===== src/rtl/fc_ip_seq.sv =====
// fc_ip_seq: sequencer for the fully-connected inner-product datapath.
// For each output neuron it fetches the bias word from the weight stream,
// then streams inn (activation, weight) pairs into the multiply-adder, and
// finally emits the neuron-done strobe. The strobe is spaced so that the
// datapath's accumulator read is never overlapped by the next bias load.

module fc_ip_seq #(
  parameter int FW = 32,  // data / weight word width
  parameter int NW = 13,  // width of neuron counts
  parameter int AW = 12   // activation-buffer address width
) (
  input  logic          clk_i,
  input  logic          rstn_i,

  // layer control
  input  logic          start_i,
  input  logic [NW-1:0] inn_i,
  input  logic [NW-1:0] onn_i,

  // weight stream (bias word first, then inn weights, per neuron)
  input  logic [FW-1:0] w_data_i,
  input  logic          w_valid_i,
  output logic          w_ready_o,

  // activation buffer read port (1-cycle read latency)
  output logic          data_rd_o,
  output logic [AW-1:0] data_addr_o,
  input  logic [FW-1:0] data_i,

  // to the ip_mul_add datapath
  output logic [FW-1:0] ip_data_o,
  output logic          ip_data_valid_o,
  output logic [FW-1:0] ip_weight_o,
  output logic          ip_weight_valid_o,
  output logic [FW-1:0] ip_bias_o,
  output logic          ip_bias_valid_o,
  output logic          ip_oneuron_done_o,

  // layer status
  output logic          busy_o,
  output logic          done_o
);

  localparam logic [NW-1:0] CNT_ONE = NW'(1);

  typedef enum logic [2:0] {
    S_IDLE,   // waiting for a layer start
    S_BIAS,   // fetching the bias word of the current neuron
    S_MAC,    // streaming inn (data, weight) pairs
    S_DRAIN,  // last pair is in flight to the datapath
    S_DONE    // neuron-done strobe; accumulator is read next cycle
  } state_t;

  state_t state;
  state_t state_nxt;

  // Latched layer geometry and loop counters
  logic [NW-1:0] inn_q;
  logic [NW-1:0] onn_q;
  logic [NW-1:0] in_cnt;
  logic [NW-1:0] on_cnt;

  // Datapath-facing registers
  logic [FW-1:0] bias_q;
  logic          bias_valid_q;
  logic [FW-1:0] weight_q;
  logic          mac_valid_q;

  // Status registers
  logic          busy_q;
  logic          done_q;

  // Decoded conditions shared by the processes below
  logic start_ok;
  logic zero_layer;
  logic bias_hs;
  logic mac_hs;
  logic last_in;
  logic last_on;

  assign start_ok   = (state == S_IDLE) && start_i;
  assign zero_layer = (inn_i == '0) || (onn_i == '0);
  assign bias_hs    = (state == S_BIAS) && w_valid_i;
  assign mac_hs     = (state == S_MAC) && w_valid_i;
  assign last_in    = (in_cnt == (inn_q - CNT_ONE));
  assign last_on    = ((on_cnt + CNT_ONE) == onn_q);

  // State register
  // NOTE: every clocked process uses non-blocking (<=) assignments so that all
  // registers sample pre-edge values; blocking here would create order races.
  always_ff @(posedge clk_i or negedge rstn_i) begin
    if (!rstn_i) begin
      state <= S_IDLE;
    end else begin
      state <= state_nxt;
    end
  end

  // Next-state logic
  // NOTE: state_nxt gets a default before the case so no path leaves it
  // unassigned; otherwise synthesis would infer a latch.
  always_comb begin
    state_nxt = state;
    unique case (state)
      S_IDLE:  if (start_i && !zero_layer) state_nxt = S_BIAS;
      S_BIAS:  if (w_valid_i) state_nxt = S_MAC;
      S_MAC:   if (w_valid_i && last_in) state_nxt = S_DRAIN;
      S_DRAIN: state_nxt = S_DONE;
      S_DONE:  state_nxt = last_on ? S_IDLE : S_BIAS;
      default: state_nxt = S_IDLE;
    endcase
  end

  // State-decoded outputs: stream ready, buffer read and neuron strobe
  always_comb begin
    w_ready_o         = 1'b0;
    data_rd_o         = 1'b0;
    ip_oneuron_done_o = 1'b0;
    unique case (state)
      S_BIAS:  w_ready_o = 1'b1;
      S_MAC: begin
        w_ready_o = 1'b1;
        data_rd_o = w_valid_i;
      end
      S_DONE:  ip_oneuron_done_o = 1'b1;
      default: ;
    endcase
  end

  // The address is the input counter itself; it restarts at 0 for each neuron
  assign data_addr_o = in_cnt[AW-1:0];

  // Layer geometry capture and input / neuron counters
  always_ff @(posedge clk_i or negedge rstn_i) begin
    if (!rstn_i) begin
      inn_q  <= '0;
      onn_q  <= '0;
      in_cnt <= '0;
      on_cnt <= '0;
    end else begin
      if (start_ok) begin
        inn_q  <= inn_i;
        onn_q  <= onn_i;
        in_cnt <= '0;
        on_cnt <= '0;
      end else if (mac_hs && !last_in) begin
        // Hold on the last pair so the counter never exceeds inn-1
        in_cnt <= in_cnt + CNT_ONE;
      end else if (state == S_DONE) begin
        in_cnt <= '0;
        on_cnt <= on_cnt + CNT_ONE;
      end
    end
  end

  // Datapath registers: bias and weight words plus their one-cycle valids
  // NOTE: the word registers are reset along with the valids because the
  // datapath buses must read 0 while reset is asserted.
  always_ff @(posedge clk_i or negedge rstn_i) begin
    if (!rstn_i) begin
      bias_q       <= '0;
      bias_valid_q <= 1'b0;
      weight_q     <= '0;
      mac_valid_q  <= 1'b0;
    end else begin
      bias_valid_q <= bias_hs;
      mac_valid_q  <= mac_hs;
      if (bias_hs) bias_q   <= w_data_i;
      if (mac_hs)  weight_q <= w_data_i;
    end
  end

  // Activation data arrives one cycle after the read, aligned with the
  // registered weight; it is masked so the bus is quiet between pairs.
  assign ip_data_o         = mac_valid_q ? data_i : '0;
  assign ip_data_valid_o   = mac_valid_q;
  assign ip_weight_o       = weight_q;
  assign ip_weight_valid_o = mac_valid_q;
  assign ip_bias_o         = bias_q;
  assign ip_bias_valid_o   = bias_valid_q;

  // Layer status: busy from the cycle after start, done pulse at layer end
  always_ff @(posedge clk_i or negedge rstn_i) begin
    if (!rstn_i) begin
      busy_q <= 1'b0;
      done_q <= 1'b0;
    end else begin
      done_q <= (start_ok && zero_layer) || ((state == S_DONE) && last_on);
      if (start_ok && !zero_layer) begin
        busy_q <= 1'b1;
      end else if ((state == S_DONE) && last_on) begin
        busy_q <= 1'b0;
      end
    end
  end

  assign busy_o = busy_q;
  assign done_o = done_q;

endmodule

===== config.mk =====
export PLATFORM = sky130hd
export DESIGN_NAME = fc_ip_seq
export DESIGN_NICKNAME = d
export VERILOG_FILES = /design/src/rtl/fc_ip_seq.sv
export SDC_FILE = /design/constraint.sdc
export NUM_CORES = 1
export LEC_CHECK = 0
export BUFFER_PORTS_ARGS = -buffer_cell sky130_fd_sc_hd__buf_2
export CORE_ASPECT_RATIO = 0.8
export CORE_MARGIN = 3
export CORE_UTILIZATION = 35
export DETAILED_ROUTE_END_ITERATION = 8
export GPL_TIMING_DRIVEN = 0
export SYNTH_ARGS = -nofsm -noshare
export SYNTH_HDL_FRONTEND = slang
export SYNTH_SLANG_ARGS = --single-unit

===== constraint.sdc =====
create_clock -name clk_i -period 2.9 [get_ports clk_i]
set_input_delay 0.87 -clock clk_i [delete_from_list [all_inputs] [get_ports clk_i]]
set_output_delay 0.87 -clock clk_i [all_outputs]
set_load 0.05 [all_outputs]

# ---- Word-level counts from Yosys, hierarchy flattened
# Index checks and enable logic that the tools add are counted.
dict set report totals {
  output_inout_bits 116
  reg_bits 123
  input_bits 94
  wordCells 63
}
dict set report classes {
  eq_ne 10
  mux 17
  add_sub_neg 3
  n_reduce_logical 22
}
# operator count
set ops {}
lappend ops {{2-to-1 mux 13 bit} 6}
lappend ops {{2-to-1 mux 32 bit} 1}
lappend ops {{adder 13 x 1 -> 13 bit (second input constant)} 2}
lappend ops {{== test 13 bit} 2}
lappend ops {{zero test 13 bit} 2}
lappend ops {{one-hot mux 3 bit (5 select lines)} 1}
lappend ops {{subtractor 13 x 1 -> 13 bit (second input constant)} 1}
lappend ops {{logical AND 1 bit} 9}
lappend ops {{2-to-1 mux 3 bit} 3}
lappend ops {{== test 3 x 2 -> 1 bit (second input constant)} 2}
lappend ops {{2-to-1 mux 1 bit} 6}
lappend ops {{!= test 2 x 1 -> 1 bit (second input constant)} 2}
lappend ops {{!= test 2 bit (second input constant)} 2}
lappend ops {{nonzero test 2 bit} 2}
lappend ops {{== test 3 x 1 -> 1 bit (second input constant)} 1}
lappend ops {{== test 3 bit (second input constant)} 1}
lappend ops {{zero test 3 bit} 1}
lappend ops {{AND reduction 3 bit} 1}
lappend ops {{nonzero test 3 bit} 1}
lappend ops {{zero test 1 bit} 2}
lappend ops {{logical OR 1 bit} 2}
lappend ops {{AND reduction 2 bit} 1}
lappend ops {{OR reduction 2 bit} 1}

# ---- Logic depth before layout (Yosys ltp)
dict set report logic_depth {
  depth_word 6
  mapped_depth 10
  depth_no_buf 9
}

# ---- Least setup slack after synthesis
# OpenSTA, ideal clock, no wires.
dict set report synth_path {
  path_type {input port to output port}
  from {input w_valid_i}
  to {output data_rd_o}
  cell_stages 3
  slack_ns -0.238
  n_path_buf 1
  arrival_time_ns 2.268
  required_time_ns 2.030
  path_cell_list {nand2_1 nor3_1 clkbuf_1}
}
dict set report synth_via {
  elab_chain_cells 1
}
# element line_no
set synth_rtl {}
lappend synth_rtl {{from (decl)} 22} ;# input logic w_valid_i,
lappend synth_rtl {{2-to-1 mux 1 bit} 119} ;# unique case (state)
lappend synth_rtl {{to (decl)} 26} ;# output logic data_rd_o,
# No other way between the ends.

# ---- Worst setup path in the final report
dict set report layout_path {
  from {register inn_q[1]}
  to {register state[0]}
}
dict set report layout_via {
  elab_chain_cells 5
}
# element line_no
set layout_rtl {}
lappend layout_rtl {{from (decl)} 58} ;# logic [NW-1:0] inn_q;
lappend layout_rtl {{from (signal assigned)} 142} ;# inn_q <= inn_i;
lappend layout_rtl {{subtractor 13 x 1 -> 13 bit} 85} ;# assign last_in = (in_cnt == (inn_q - CNT_ONE));
lappend layout_rtl {{== test 13 bit} 85}
lappend layout_rtl {{logical AND 1 bit} 107} ;# S_MAC: if (w_valid_i && last_in) state_nxt = S_DRAIN;
lappend layout_rtl {{!= test 2 x 1 -> 1 bit (no source line)} --}
lappend layout_rtl {{AND reduction 3 bit (no source line)} --}
lappend layout_rtl {{to (signal assigned)} 95} ;# state <= state_nxt;
lappend layout_rtl {{to (decl)} 54} ;# state_t state;
# No other way between the ends.
# A chain may end at the register's enable or synchronous reset.

==> metrics.cfg <==
[power]
internal-power_mw=5.16
total_leakage_power_nw=3.89
power.switching_mw=4.43
report.power.total_mw=9.59
clockPowerShare_pct=21.3
power.sequential.fraction_pct=30.5
power_density_normalized_to_cell_area_nw_per_um2=1170
sw_frac_of_total_pct=46.2
power.combinational.fraction_pct=48.2
vdd_drop_max_v=0.000890

[synth]
synth-edff-count=0
synth_area_um2=6170
yosys.cell_count.top_type=dfrtp_1
synth_top_cells_by_area=dfrtp_1 50%, mux2_2 16%, and2_1 3.7%, xnor2_1 3.4%, nor2_1 2.4%
ys_types=56
postSynthAreaPerCell_um2=11.1
postSynth.topFlopCell=dfrtp_1
ys_async_sr_fraction_pct=100
ys_ff_latch=123
ys_seq_area_share_pct=49.9
netlist_top_cells_count=123 x dfrtp_1, 89 x mux2_2, 40 x nor2_1
netlist.top_cell.by_area=dfrtp_1
post_synth_inst_count=556
synth.net_count=653
yosys_warning_count=0
synth_top_area_share_pct=49.9

[global_routing]
grt_pass1_vias=4937
antenna_violations_before_repair=2
grt_pass1_wl_mm=25.9
globalRouteOverflowTotal=0
grt_max_degree=86
total_global_routing_track_utilization_pct=16.6

[floorplanning]
floorplan.io_pins=210
initial_utilization_pct=36.5
die_outline_area_um2=19300
die_w_um=154
row_count=42
placeableCoreArea_um2=16900
die-height_um=125

[sta]
max_slew_margin_pct=47.1
final_setup_skew_ns=0.0141
maxClockFrequency_mhz=354
finalHoldViolations=0
finalSetupViolations=0
slew_violations=0
finalCritPeriodShare_pct=97.4
rsz0062_at_grt=false
worst_pin_slew_ns=0.790
tns_ns=0
setup_ws_ns=0.0767
post-route-min-period_ns=2.82

[finish]
final-instance-count-excl-fill=1021
design_area_um2=8160
layout.nets=884
post_route_cells_drive_above_1_share_pct=46.9
flow.area_growth_from_synthesis_pct=32.3

[place]
io_buffers=209
detailedPlace.worstSlack_ns=-0.566
dpl.hpwl_mm=11.9
cell_area_after_placement_um2=7540
gp_routability_congestion=0.814
dp.cells=986

[run_status]
run_status=finished clean

[detailed_routing]
routed-via-count=4900
detail-route-antenna-nets=0
routed_wire_length_per_instance_um=15.6
drt-pass1-iter-count=4
drt-initial-drc-count=216
routed_wl_mm=15.9
drc=0
vias_per_cell=4.80

[worst_hold_path]
hold_crit_path_type=in2async

[cts]
clkSlewWorstSetupHoldPaths_ns=0.06
htree_levels=4
worstSkewPairLatency_ns=0.42
cts-root-buf=clkbuf_16
cts_inserted_buffers=17
tritoncts=built
cts.path.max_buffers=2
cts.hold.buffers_added=0
numClockSinks=123

[critical_path]
kind_of_critical_path=reg2reg
required_ns=3.23
arrival_ns=3.15
rr_startpoint=inn_q[1]
r2r.worst_path.cells=8
critical_path.max_fanout=5
endpoint_kind=register
r2r_end=state[0]
register_to_register_path_setup_slack_ns=0.08
worst_setup_path_start_kind=register

[flow_run]
max-cap-violations=0

[stage by stage]
step / hold slack (ns) / utilization (%)
final: 0.365 / 48.2
after global routing: 0.377 / 48.2
after CTS: 0.358 / 48.1
after detailed placement: 0.490 / 44.5
after global placement: 0.484 / 44.3
after floorplan: 0.501 / -
[power groups by stage]
| stage | registers [mW] | clock network [mW] | logic, mW |
|---|---|---|---|
| after floorplan | 4.48 | 0 | 1.93 |
| after global placement | 2.91 | 0 | 4.59 |
| after detailed placement | 2.93 | 0 | 4.63 |
| after CTS | 2.94 | 2.10 | 4.65 |
| after global routing | 3.04 | 2.18 | 4.91 |
| final | 2.93 | 2.04 | 4.62 |
[layout make-up]
class,instances,area [µm²]
Clock buffer,18,439
Multi-Input combinational cell,376,2860
Buffer,38,205
Timing Repair Buffer,213,1100
Sequential cell,123,3080
Fill cell,1632,8760
Inverter,18,67.6
Tap cell,220,275
Clock inverter,14,135
Antenna cell,1,2.50
[kinds of logic (layout without fill, tap and decap cells)]
kind of cell    Yosys count  after routing  share of synthesized area [%]
simple gates            177            177                           15.9
flops                   123            123                           49.9
mux                      89             89                           16.2
compound gates           66             66                           7.18
buf+inv                  57            301                           4.40
xor+xnor                 41             41                           5.82
fa+ha+maj                 3              3                          0.608
other cells               0              1                              0
[worst max path at each step]
stage                   start         to  slack (ns)  cells past startpoint
global placement    w_valid_i  data_rd_o       -1.03                      5
global route         state[1]  data_rd_o       0.003                      5
detailed placement  w_valid_i  data_rd_o       -0.57                      5
floorplan           w_valid_i  data_rd_o        0.02                      3
CTS                  inn_q[0]   state[0]        0.03                      8
finish               inn_q[1]   state[0]        0.08                      8
[critical path, cell delays in order, from the launching register on]
cell and delay (ns):
dfrtp_1 0.39, inv_1 0.08, ha_1 0.19, or4b_4 0.53, nor4b_4 0.28, o22ai_1 0.13
or4_1 0.49, or4_4 0.50, a2bb2oi_1 0.14
[per-layer routing]
metal	vias up	track usage [%]	wire length (µm)
met1	2369	22.5	7450
li1	2401	-	-
met2	118	25.4	7320
met3	10	5.42	1000
met5	-	0	10
met4	2	5.04	130
[layout by cell type, fill, tap and decap left out, drive strengths merged, types with 4 or more instances in the layout]
| cell | netlist | layout |
|---|---|---|
| a21oi | 9 | 9 |
| and2 | 36 | 36 |
| and3 | 7 | 7 |
| buf | 16 | 229 |
| clkbuf | 23 | 40 |
| clkinv | 0 | 4 |
| dfrtp | 123 | 123 |
| inv | 18 | 24 |
| mux2 | 89 | 89 |
| nand2 | 21 | 21 |
| nand3 | 16 | 16 |
| nand4 | 9 | 9 |
| nor2 | 40 | 40 |
| nor3 | 10 | 10 |
| nor4 | 11 | 11 |
| o21ai | 33 | 33 |
| or3 | 6 | 6 |
| or4 | 4 | 4 |
| xnor2 | 24 | 24 |
| xor2 | 17 | 17 |
[state kept, by name (all words and copies together), names as in the netlist]
register,count
ip_data_valid_o,1
onn_q,13
inn_q,13
done_o,1
ip_weight_o,32
state,3
ip_bias_valid_o,1
busy_o,1
ip_bias_o,32
on_cnt,13
in_cnt,13
[timing repair]
item,in CTS,in global routing
gates resized for setup,4,3
setup endpoints to repair,13,10
pin swaps,2,0
setup buffers,2,1
No activity file was read; power rests on OpenSTA's default activity.
